$ cat config.mk
export PLATFORM = sky130hd
export DESIGN_NAME = load_store_unit_flat
export DESIGN_NICKNAME = d
export VERILOG_FILES = /design/src/rtl/lsu_pkg.sv /design/src/rtl/load_store_unit_if.sv /design/src/rtl/lsu_lane_align.sv /design/src/rtl/load_store_unit.sv /design/src/flat_wrapper.sv
export SDC_FILE = /design/constraint.sdc
export NUM_CORES = 1
export LEC_CHECK = 0
export CAP_MARGIN = 25
export CORE_MARGIN = 8
export CORE_UTILIZATION = 30
export DETAILED_ROUTE_END_ITERATION = 8
export GPL_ROUTABILITY_DRIVEN = 0
export GPL_TIMING_DRIVEN = 0
export SLEW_MARGIN = 10
export SYNTH_ARGS = -nofsm -noshare
export SYNTH_HDL_FRONTEND = slang
export SYNTH_HIERARCHICAL = 1
export SYNTH_SLANG_ARGS = --single-unit
$ cat constraint.sdc
create_clock -name clk -period 4 [get_ports clk]
set_input_delay 1.2 -clock clk [delete_from_list [all_inputs] [get_ports clk]]
set_output_delay 1.2 -clock clk [all_outputs]
set_load 0.01 [all_outputs]
$ cat src/rtl/lsu_pkg.sv
// Package for the load/store unit.
// Holds the access-size and FSM state enums and the legality check for a request.
// The SZ_* enum members act as the size constants for the rest of the design.
package lsu_pkg;

    typedef enum logic [1:0] {
        SZ_BYTE = 2'b00,
        SZ_HALF = 2'b01,
        SZ_WORD = 2'b10,
        SZ_RSVD = 2'b11
    } size_t;

    typedef enum logic [1:0] {
        IDLE   = 2'b00,
        ACCESS = 2'b01,
        RESP   = 2'b10
    } lsu_state_t;

    // An op is illegal if its size is reserved or its address is not
    // naturally aligned for that size.
    function automatic logic is_illegal(size_t size, logic [1:0] addr_lo);
        logic bad;
        bad = 1'b0;
        case (size)
            SZ_BYTE: bad = 1'b0;
            SZ_HALF: bad = addr_lo[0];
            SZ_WORD: bad = |addr_lo;
            default: bad = 1'b1;
        endcase
        return bad;
    endfunction

endpackage

$ cat src/rtl/load_store_unit_if.sv
// Bus bundle around the load/store unit.
// Groups three sides of the unit:
//   request   : req_valid/req_ready handshake plus op fields, and stall
//   memory    : MRE, MWE, addressData, storeData, mem_be, mem_ready, loadedData
//   writeback : wb_valid, wb_rd, wb_data, st_done, err
// Handshake: an op transfers on a rising edge where req_valid and req_ready
// are both high; the requester holds the op fields stable while req_valid is
// high and req_ready is low. mem_ready completes the access in progress on the
// edge where it is sampled high.
// Modports: slave = the LSU itself; master = the environment (execute stage
// plus memory) that drives requests and responds to accesses.
interface load_store_unit_if #(
    parameter int DATA_W = 32,
    parameter int ADDR_W = 32,
    parameter int REG_W  = 4
) ();

    logic                  req_valid;
    logic                  req_ready;
    logic                  req_store;
    logic [1:0]            req_size;
    logic                  req_signed;
    logic [ADDR_W-1:0]     req_addr;
    logic [31:0]           req_wdata;
    logic [REG_W-1:0]      req_rd;
    logic                  stall;

    logic                  MRE;
    logic                  MWE;
    logic [ADDR_W-1:0]     addressData;
    logic [DATA_W-1:0]     storeData;
    logic [DATA_W/8-1:0]   mem_be;
    logic                  mem_ready;
    logic [DATA_W-1:0]     loadedData;

    logic                  wb_valid;
    logic [REG_W-1:0]      wb_rd;
    logic [31:0]           wb_data;
    logic                  st_done;
    logic                  err;

    modport slave (
        input  req_valid, req_store, req_size, req_signed, req_addr, req_wdata, req_rd,
        output req_ready, stall,
        output MRE, MWE, addressData, storeData, mem_be,
        input  mem_ready, loadedData,
        output wb_valid, wb_rd, wb_data, st_done, err
    );

    modport master (
        output req_valid, req_store, req_size, req_signed, req_addr, req_wdata, req_rd,
        input  req_ready, stall,
        input  MRE, MWE, addressData, storeData, mem_be,
        output mem_ready, loadedData,
        input  wb_valid, wb_rd, wb_data, st_done, err
    );

endinterface

$ cat src/rtl/lsu_lane_align.sv
// Combinational byte-lane alignment for the load/store unit.
// Ports:
//   size, off, sgn   : access size, byte offset within the bus word, sign-extend flag
//   wdata            : 32-bit store data (low bits used for byte/half)
//   rdata            : bus-wide read data from memory
//   be               : byte enables for the selected lanes
//   sdata            : store data replicated across all lanes of its size
//   ldata            : load data extracted from byte 'off', extended to 32 bits
module lsu_lane_align
    import lsu_pkg::*;
#(
    parameter int DATA_W = 32,
    parameter int BE_W   = DATA_W / 8,
    parameter int OFF_W  = $clog2(DATA_W / 8)
) (
    input  size_t              size,
    input  logic [OFF_W-1:0]   off,
    input  logic               sgn,
    input  logic [31:0]        wdata,
    input  logic [DATA_W-1:0]  rdata,
    output logic [BE_W-1:0]    be,
    output logic [DATA_W-1:0]  sdata,
    output logic [31:0]        ldata
);

    logic [BE_W-1:0] be_base;
    logic [31:0]     lane;

    // Bring the addressed byte down to bit 0; the cast keeps only the low word.
    assign lane = 32'(rdata >> {off, 3'b000});

    always_comb begin
        be_base = '0;
        sdata   = '0;
        ldata   = '0;
        case (size)
            SZ_BYTE: begin
                be_base = BE_W'(1);
                sdata   = {(DATA_W / 8){wdata[7:0]}};
                ldata   = {{24{sgn & lane[7]}}, lane[7:0]};
            end
            SZ_HALF: begin
                be_base = BE_W'(3);
                sdata   = {(DATA_W / 16){wdata[15:0]}};
                ldata   = {{16{sgn & lane[15]}}, lane[15:0]};
            end
            SZ_WORD: begin
                be_base = BE_W'(4'hF);
                sdata   = {(DATA_W / 32){wdata}};
                ldata   = lane;
            end
            default: begin
                be_base = '0;
                sdata   = '0;
                ldata   = '0;
            end
        endcase
    end

    assign be = be_base << off;

endmodule

$ cat src/rtl/load_store_unit.sv
// Multi-cycle load/store unit between the execute stage and data memory.
// Accepts one op at a time, drives a held memory access with byte enables,
// waits for mem_ready (with a timeout), then spends one RESP cycle pulsing
// exactly one of wb_valid (load), st_done (store) or err. A new op may be
// accepted during RESP so accesses can run back-to-back.
// Ports:
//   clk, rst   : clock (rising edge), synchronous active-high reset
//   bus        : request / memory / writeback bundle (slave side)
//   dbg_state  : current FSM state, for observation only
module load_store_unit
    import lsu_pkg::*;
#(
    parameter int DATA_W  = 32,
    parameter int ADDR_W  = 32,
    parameter int REG_W   = 4,
    parameter int TIMEOUT = 16
) (
    input  logic             clk,
    input  logic             rst,
    load_store_unit_if.slave bus,
    output lsu_state_t       dbg_state
);

    localparam int BE_W  = DATA_W / 8;
    localparam int OFF_W = $clog2(BE_W);
    localparam int CNT_W = $clog2(TIMEOUT);

    lsu_state_t state_q, state_d;

    // Latched op fields still needed once the access is in flight.
    logic              lat_store;
    logic              lat_signed;
    size_t             lat_size;
    logic [OFF_W-1:0]  lat_off;
    logic [REG_W-1:0]  lat_rd;
    logic [CNT_W-1:0]  cnt_q;

    // Registered outputs.
    logic              mre_q, mwe_q;
    logic [ADDR_W-1:0] addr_q;
    logic [DATA_W-1:0] sdata_q;
    logic [BE_W-1:0]   be_q;
    logic              wb_valid_q, st_done_q, err_q;
    logic [REG_W-1:0]  wb_rd_q;
    logic [31:0]       wb_data_q;

    logic              ready;
    logic              accept;
    logic              illegal;
    logic              timeout_hit;

    size_t             al_size;
    logic [OFF_W-1:0]  al_off;
    logic              al_sgn;
    logic [BE_W-1:0]   al_be;
    logic [DATA_W-1:0] al_sdata;
    logic [31:0]       al_ldata;

    assign ready       = (state_q == IDLE) || (state_q == RESP);
    assign accept      = bus.req_valid & ready;
    assign illegal     = is_illegal(size_t'(bus.req_size), bus.req_addr[1:0]);
    assign timeout_hit = (state_q == ACCESS) && !bus.mem_ready
                         && (cnt_q == CNT_W'(TIMEOUT - 1));

    // One aligner serves both phases: while accepting it sees the incoming
    // request (for be/storeData), during ACCESS it sees the latched op (for
    // extracting load data).
    assign al_size = ready ? size_t'(bus.req_size) : lat_size;
    assign al_off  = ready ? bus.req_addr[OFF_W-1:0] : lat_off;
    assign al_sgn  = ready ? bus.req_signed : lat_signed;

    lsu_lane_align #(
        .DATA_W (DATA_W)
    ) u_align (
        .size  (al_size),
        .off   (al_off),
        .sgn   (al_sgn),
        .wdata (bus.req_wdata),
        .rdata (bus.loadedData),
        .be    (al_be),
        .sdata (al_sdata),
        .ldata (al_ldata)
    );

    // State register.
    always_ff @(posedge clk) begin
        if (rst) begin
            state_q <= IDLE;
        end else begin
            state_q <= state_d;
        end
    end

    // Next-state logic.
    always_comb begin
        state_d = state_q;
        case (state_q)
            IDLE, RESP: begin
                if (accept) begin
                    state_d = illegal ? RESP : ACCESS;
                end else begin
                    state_d = IDLE;
                end
            end
            ACCESS: begin
                // mem_ready takes priority over an expiring timeout.
                if (bus.mem_ready || timeout_hit) begin
                    state_d = RESP;
                end
            end
            default: state_d = IDLE;
        endcase
    end

    // Datapath, latched op and registered outputs.
    always_ff @(posedge clk) begin
        if (rst) begin
            lat_store  <= 1'b0;
            lat_signed <= 1'b0;
            lat_size   <= SZ_BYTE;
            lat_off    <= '0;
            lat_rd     <= '0;
            cnt_q      <= '0;
            mre_q      <= 1'b0;
            mwe_q      <= 1'b0;
            addr_q     <= '0;
            sdata_q    <= '0;
            be_q       <= '0;
            wb_valid_q <= 1'b0;
            st_done_q  <= 1'b0;
            err_q      <= 1'b0;
            wb_rd_q    <= '0;
            wb_data_q  <= '0;
        end else begin
            wb_valid_q <= 1'b0;
            st_done_q  <= 1'b0;
            err_q      <= 1'b0;
            case (state_q)
                IDLE, RESP: begin
                    mre_q <= 1'b0;
                    mwe_q <= 1'b0;
                    if (accept) begin
                        lat_store  <= bus.req_store;
                        lat_signed <= bus.req_signed;
                        lat_size   <= size_t'(bus.req_size);
                        lat_off    <= bus.req_addr[OFF_W-1:0];
                        lat_rd     <= bus.req_rd;
                        cnt_q      <= '0;
                        if (illegal) begin
                            err_q <= 1'b1;
                        end else begin
                            mre_q   <= ~bus.req_store;
                            mwe_q   <= bus.req_store;
                            addr_q  <= bus.req_addr & ~ADDR_W'(BE_W - 1);
                            sdata_q <= al_sdata;
                            be_q    <= al_be;
                        end
                    end
                end
                ACCESS: begin
                    if (bus.mem_ready) begin
                        mre_q <= 1'b0;
                        mwe_q <= 1'b0;
                        if (lat_store) begin
                            st_done_q <= 1'b1;
                        end else begin
                            wb_valid_q <= 1'b1;
                            wb_rd_q    <= lat_rd;
                            wb_data_q  <= al_ldata;
                        end
                    end else if (timeout_hit) begin
                        mre_q <= 1'b0;
                        mwe_q <= 1'b0;
                        err_q <= 1'b1;
                    end else begin
                        cnt_q <= cnt_q + CNT_W'(1);
                    end
                end
                default: begin
                    mre_q <= 1'b0;
                    mwe_q <= 1'b0;
                end
            endcase
        end
    end

    assign bus.req_ready   = ready;
    assign bus.stall       = bus.req_valid & ~ready;
    assign bus.MRE         = mre_q;
    assign bus.MWE         = mwe_q;
    assign bus.addressData = addr_q;
    assign bus.storeData   = sdata_q;
    assign bus.mem_be      = be_q;
    assign bus.wb_valid    = wb_valid_q;
    assign bus.wb_rd       = wb_rd_q;
    assign bus.wb_data     = wb_data_q;
    assign bus.st_done     = st_done_q;
    assign bus.err         = err_q;
    assign dbg_state       = state_q;

endmodule

$ cat src/flat_wrapper.sv
// flat-port wrapper written by rule: the top's interface ports become plain ports
module load_store_unit_flat import lsu_pkg::*;
#(
    parameter int DATA_W  = 32,
    parameter int ADDR_W  = 32,
    parameter int REG_W   = 4,
    parameter int TIMEOUT = 16
)
  (clk, rst, dbg_state, bus_req_valid, bus_req_store, bus_req_size, bus_req_signed, bus_req_addr, bus_req_wdata, bus_req_rd, bus_req_ready, bus_stall, bus_MRE, bus_MWE, bus_addressData, bus_storeData, bus_mem_be, bus_mem_ready, bus_loadedData, bus_wb_valid, bus_wb_rd, bus_wb_data, bus_st_done, bus_err);
  load_store_unit_if #(.DATA_W(DATA_W), .ADDR_W(ADDR_W), .REG_W(REG_W)) bus_i ();
  input  logic clk;
  input  logic rst;
  output lsu_state_t dbg_state;
  input wire logic [$bits(bus_i.req_valid)-1:0] bus_req_valid;
  input wire logic [$bits(bus_i.req_store)-1:0] bus_req_store;
  input wire logic [$bits(bus_i.req_size)-1:0] bus_req_size;
  input wire logic [$bits(bus_i.req_signed)-1:0] bus_req_signed;
  input wire logic [$bits(bus_i.req_addr)-1:0] bus_req_addr;
  input wire logic [$bits(bus_i.req_wdata)-1:0] bus_req_wdata;
  input wire logic [$bits(bus_i.req_rd)-1:0] bus_req_rd;
  output wire logic [$bits(bus_i.req_ready)-1:0] bus_req_ready;
  output wire logic [$bits(bus_i.stall)-1:0] bus_stall;
  output wire logic [$bits(bus_i.MRE)-1:0] bus_MRE;
  output wire logic [$bits(bus_i.MWE)-1:0] bus_MWE;
  output wire logic [$bits(bus_i.addressData)-1:0] bus_addressData;
  output wire logic [$bits(bus_i.storeData)-1:0] bus_storeData;
  output wire logic [$bits(bus_i.mem_be)-1:0] bus_mem_be;
  input wire logic [$bits(bus_i.mem_ready)-1:0] bus_mem_ready;
  input wire logic [$bits(bus_i.loadedData)-1:0] bus_loadedData;
  output wire logic [$bits(bus_i.wb_valid)-1:0] bus_wb_valid;
  output wire logic [$bits(bus_i.wb_rd)-1:0] bus_wb_rd;
  output wire logic [$bits(bus_i.wb_data)-1:0] bus_wb_data;
  output wire logic [$bits(bus_i.st_done)-1:0] bus_st_done;
  output wire logic [$bits(bus_i.err)-1:0] bus_err;
  assign bus_i.req_valid = bus_req_valid;
  assign bus_i.req_store = bus_req_store;
  assign bus_i.req_size = bus_req_size;
  assign bus_i.req_signed = bus_req_signed;
  assign bus_i.req_addr = bus_req_addr;
  assign bus_i.req_wdata = bus_req_wdata;
  assign bus_i.req_rd = bus_req_rd;
  assign bus_req_ready = bus_i.req_ready;
  assign bus_stall = bus_i.stall;
  assign bus_MRE = bus_i.MRE;
  assign bus_MWE = bus_i.MWE;
  assign bus_addressData = bus_i.addressData;
  assign bus_storeData = bus_i.storeData;
  assign bus_mem_be = bus_i.mem_be;
  assign bus_i.mem_ready = bus_mem_ready;
  assign bus_i.loadedData = bus_loadedData;
  assign bus_wb_valid = bus_i.wb_valid;
  assign bus_wb_rd = bus_i.wb_rd;
  assign bus_wb_data = bus_i.wb_data;
  assign bus_st_done = bus_i.st_done;
  assign bus_err = bus_i.err;
  load_store_unit #(.DATA_W(DATA_W), .ADDR_W(ADDR_W), .REG_W(REG_W), .TIMEOUT(TIMEOUT)) u_core (.clk(clk), .rst(rst), .bus(bus_i), .dbg_state(dbg_state));
endmodule
After elaboration in Yosys (flattened, before gate mapping)
Index checks and enable logic that the tools add are counted.
- add/sub/neg operators: 1
- eq/ne operators: 12
- shifts and indexed selects: 2
- mux-type cells: 30
- bitwise operators: 10
- reductions and logical operators: 16
- operators with widths (operator ; count):
    32-bit one-hot mux with 3 select lines ; 2
    32-bit by 5-bit right shift with 32-bit output ; 1
    1-bit 2-to-1 mux ; 13
    4-bit 2-to-1 mux ; 3
    4-bit one-hot mux with 3 select lines ; 1
    2-bit 2-to-1 mux ; 5
    4-bit one-hot mux with 2 select lines ; 1
    2-bit by 1-bit == test with 1-bit output, second input constant ; 3
    2-bit == test, second input constant ; 3
    2-bit zero test ; 3
    2-bit != test, second input constant ; 3
    1-bit inverter ; 6
    1-bit one-hot mux with 2 select lines ; 3
    3-bit AND reduction ; 2
    4-bit by 1-bit adder with 4-bit output, second input constant ; 1
    1-bit AND ; 4
    4-bit == test, second input constant ; 1
    2-bit one-hot mux with 2 select lines ; 1
    4-bit AND reduction ; 1
    2-bit OR reduction ; 2
    4-bit by 2-bit << shifter with 4-bit output ; 1
    3-bit by 2-bit != test with 1-bit output, second input constant ; 1
    1-bit one-hot mux with 3 select lines ; 1
    3-bit OR reduction ; 1
    other kinds (6) ; 8
- register bits: 123
- input bits: 108

Logic depth before layout (Yosys ltp)
Gate-level depths: netlist of the first run.
- depth in word-level cells: 6
- gate-level depth with buffers: 13

By module
Netlist of the first run, hierarchy kept.
- by module, submodules not included (module ; times used ; cells an instance ; area each (µm²) ; sequential area each (µm²)):
    load_store_unit ; 1 ; 555 ; 5136.2 ; 2462.4
    lsu_lane_align ; 1 ; 205 ; 1407.6 ; 0.0

Worst setup path after synthesis of the first run
No wires, ideal clock.
- path kind: in2reg
- start: input port bus_req_size[1]
- end: register u_core.sdata_q[3], in the netlist u_core/bus.storeData[3]
- setup time: 121 ps
- arrival time: 2752 ps
- path slack: 1127 ps
- stages: 10
- buffers on the path: 2
- cell sequence: mux2_2 -> ha_1 -> buf_2 -> or2_2 -> buf_2 -> nor2_4 -> nor2_1 -> and2_1 -> nand2b_1 -> mux2i_1
- elaborated cells on any way between the ends: 11
- classes of those cells: eq/ne: 4; mux: 3; bitwise: 1; reduce/logical: 3
- RTL lines (what ; RTL line ; RTL):
    from (decl) ; flat_wrapper.sv:16 ; input wire logic [$bits(bus_i.req_size)-1:0] bus_req_size;
    2-bit 2-to-1 mux (*) ; load_store_unit.sv:68 ; assign al_size = ready ? size_t'(bus.req_size) : lat_size;
    2-bit == test, or another cell as far along ; lsu_lane_align.sv:36 ; case (size)
    32-bit one-hot mux with 3 select lines (*) ; lsu_lane_align.sv:36 ;
    net u_core.al_sdata[3] ; load_store_unit.sv:56 ; logic [DATA_W-1:0] al_sdata;
    to (signal assigned) ; load_store_unit.sv:155 ; sdata_q <= al_sdata;
    to (decl) ; load_store_unit.sv:41 ; logic [DATA_W-1:0] sdata_q;
Mark *: on every way through the listed nets, which the timed path passes. The rest lies on a longest branch.
A chain may end at the register's enable or synchronous reset.

Worst setup path after layout of the first run
- start: input port bus_req_size[0]
- end: register u_core.wb_data_q[7], in the netlist u_core/bus.wb_data[7]
- longest elaborated chain between the ends: 3
- elaborated cells on any way between the ends: 5
- classes of those cells: eq/ne: 2; mux: 2; reduce/logical: 1
- ends and longest elaborated chain (what ; RTL line ; RTL):
    2-bit 2-to-1 mux (*) ; load_store_unit.sv:68 ;
    net u_core.al_size[0] ; load_store_unit.sv:52 ; size_t al_size;
    2-bit == test, or another cell as far along ; lsu_lane_align.sv:36 ;
    32-bit one-hot mux with 3 select lines (*) ; lsu_lane_align.sv:36 ;
    net u_core.al_ldata[7] ; load_store_unit.sv:57 ; logic [31:0] al_ldata;
    to (signal assigned) ; load_store_unit.sv:169 ; wb_data_q <= al_ldata;
    to (decl) ; load_store_unit.sv:45 ; logic [31:0] wb_data_q;
Marked as above.

==> results of run 1 <==
## synth_stat cells (all sizes together), types with 3 or more instances
master	n
a2111oi	7
a21oi	77
a222oi	8
a22oi	16
and2	9
buf	41
clkbuf	25
dfxtp	123
ha	5
inv	5
mux2	12
mux2i	85
nand2	113
nand2b	135
nand3	5
nand3b	3
nor2	43
nor2b	5
nor3	4
o21ai	5
o2bb2ai	6
or3	3
## per-layer routing
metal  track usage (%)  wire, um  up-vias
met5                 0         0        -
met4              3.97       199        0
met3              5.39      1770       17
met2              28.1     10700      207
met1              21.5     10400     2877
li1                  -         -     3050
## worst max-delay path, delay by kind of cell
kind                     cells  cell delay, ps
adder cells (fa/ha/maj)      1             130
multiplexers                 1             340
AO/OA/AOI/OAI                1             110
AND/OR/NAND/NOR              5            1130
buffers and inverters        4            1050
## worst paths after layout
| path | end | slack [ps] |
|---|---|---|
| setup reg to reg | u_core/bus.wb_data[7] | 910 |
| setup / recovery | u_core/bus.wb_data[7] | 360 |
| hold reg to reg | u_core/bus.wb_data[15] | 450 |
| hold / removal | u_core/bus.wb_data[15] | 450 |
## cell type report
| type | instances | area, sq um | share of cell area, % |
|---|---|---|---|
| Clock buffer | 21 | 440 | 4.57 |
| Buffer | 66 | 363 | 3.76 |
| Timing Repair Buffer | 216 | 2160 | 22.4 |
| Inverter | 6 | 22.5 | 0.233 |
| Multi-Input combinational cell | 566 | 3700 | 38.4 |
| Sequential cell | 123 | 2460 | 25.5 |
| Clock inverter | 11 | 146 | 1.52 |
| Tap cell | 280 | 350 | 3.63 |
## power by group
part	total [mW]	internal, mW	switching (mW)	leakage, nW
Combinational	0.696	0.349	0.347	2.14
Sequential	1.30	1.27	0.0258	0.999
Clock	1.56	0.979	0.584	0.281
## registers in the layout, indices dropped and copies added (netlist names)
signal	flops
u_core/bus.MRE	1
u_core/lat_off	2
u_core/bus.MWE	1
u_core/bus.mem_be	4
u_core/bus.err	1
u_core/bus.st_done	1
u_core/lat_store	1
u_core/bus.wb_valid	1
u_core/bus.addressData	30
u_core/lat_rd	4
u_core/bus.wb_rd	4
u_core/lat_signed	1
u_core/cnt_q	4
u_core/bus.storeData	32
u_core/dbg_state	2
u_core/bus.wb_data	32
u_core/lat_size	2
## logic make-up after synthesis
group	after synthesis	synth area share [%]
other cells	1	0.0573
mux	97	15.4
flops	123	37.6
fa+ha+maj	5	0.956
buf+inv	72	5.89
simple gates	329	25.9
compound gates	133	14.1
## per-stage QoR
stage               instances  area (sq um)  power [mW]  setup TNS [ps]
floorplan                 761          6550        1.70               0
CTS                      1289          9650        3.61               0
global route             1289          9650        3.72               0
global placement         1257          9060        2.02           -58.1
finish                   1289          9650        3.56               0
detailed placement       1257          9060        2.02           -83.3
==> metrics.yaml, run 1 <==
run_status:
  status: "finished, final reports clean"
clocking:
  clkLatencyLatePin_ps: 410
  numCtsBuffers: 17
  path_clk_slew_ps: 50
  cts.sinks: 123
  cts_tree: "built"
  htree_levels: 4
  cts_hold_buf: 0
  clock-root-buffer: "clkbuf_16"
  clockBufferDepth: 2
  cts_setup_buffers: 0
  ctsResizeCount: 0
setup_path:
  cp-end-kind: "flip-flop"
  worst_setup_path_start_kind: "primary input"
  rr_worst_depth: 12
  cpPeakStageDelay_ps: 510
  setup.worst_path.start: "bus_req_size[0]"
  worstPathArrival_ps: 3980
  critPathSlowestCell: "clkdlybuf4s50_1"
  cp_common_cell: "buf_2"
  crit_type: "in2reg"
  critPathMaxFanout: 10
  r2r-start: "u_core/dbg_state[0]"
  crit_required_ps: 4340
  crit_path_cell_trace: "clkdlybuf4s50_1, mux2_2, inv_1, ha_1, buf_2, or2_2, buf_2, nor2_4, nor2_1, and3_1, nand2_1, a21oi_1"
placed_design:
  hpwl_mm: 17.8
  io_buffers: 216
  dp_slack_ps: -83.3
layout:
  num_antenna_cells: 0
  area_growth_pct: 47.4
  nFillCells: 2178
  most-common-layout-cells: "216 x clkdlybuf4s50_1, 135 x nand2b_1, 123 x dfxtp_1, 113 x nand2_1, 83 x mux2i_1"
  drive_gt1_share_pct: 9.51
  final_nets: 1109
  final_util_pct: 44.6
  final_common_cell: "clkdlybuf4s50_1"
logic_synthesis:
  async_flop_share_pct: 0
  syn_area_per_cell_sq_um: 8.61
  synth_top_cell_by_area: "dfxtp_1"
  ys_types: 53
  synthesis.area_sq_mm: 0.00654
  ys_seq_area_share_pct: 37.6
  ys_warn_count: 6
  syn-instance-count: 760
  synth_flop_cell: "dfxtp_1"
  netlist_top_cells_area: "dfxtp_1 38%, nand2b_1 13%, mux2i_1 13%, nand2_1 6.5%, a21oi_1 5.0%"
  synth_edf_count: 0
  synth_top_area_share_pct: 37.6
  ys_ff_latch: 123
global_route:
  antenna_found_initial: 0
  grt_pass1_wl_mm: 35.8
  gr-usage-all-layers_pct: 17.1
  grt_overflow_total: 0
  grt_max_degree: 17
  grt_pass1_vias: 6343
pwr:
  p_per_area_mw_per_mm2: 369
  p_leak_nw: 3.42
  vdd_drop_max_mv: 0.274
sta:
  finalClockSkew_ps: 8.16
  rsz0062_at_grt: "false"
  max_clock_freq_mhz: 275
  relSlewSlack_pct: 49.1
  worst_slack_ps: 363
  period_minus_slack_ps: 3640
  worst_pin_slew_ps: 744
  slew_violations: 0
  hold_slack_ps: 451
  period_share_pct: 90.9
  finalHoldViolCount: 0
  setup_viol: 0
die:
  start_util_pct: 30.3
  die-area_sq_mm: 0.0268
  pin_count: 221
  die_y_um: 164
  std_cell_rows: 54
  core_sq_mm: 0.0216
  die_width_um: 164
min_path:
  min-delay-path-class: "reg2reg"
  holdCritStartpoint: "u_core/bus.wb_data[15]"
  hold_depth: 2
detailed_routing:
  wl_per_cell_um: 17.9
  route.detailed.drc: 0
  routed_wl_mm: 23.1
  vias_per_cell: 4.77
  drt_iter0_markers: 386
  drtAntennaViolNets: 0
  num_vias: 6151
  dr.pass1.iters: 6
flow_run:
  cap_violations: 0
Note: power is estimated with default switching activity, not from simulation.
==> run 2: changes to the inputs <==
- CTS_CLUSTER_SIZE: not set -> 14
==> results of run 2 <==
No change in the layout: final DEF, timing and power equal those of run 1.
==> run 3: changes to the inputs <==
- CAP_MARGIN: 25 -> 20
- SETUP_SLACK_MARGIN: not set -> 0.05
==> results of run 3 <==
No change in the layout: final DEF, timing and power equal those of run 1.
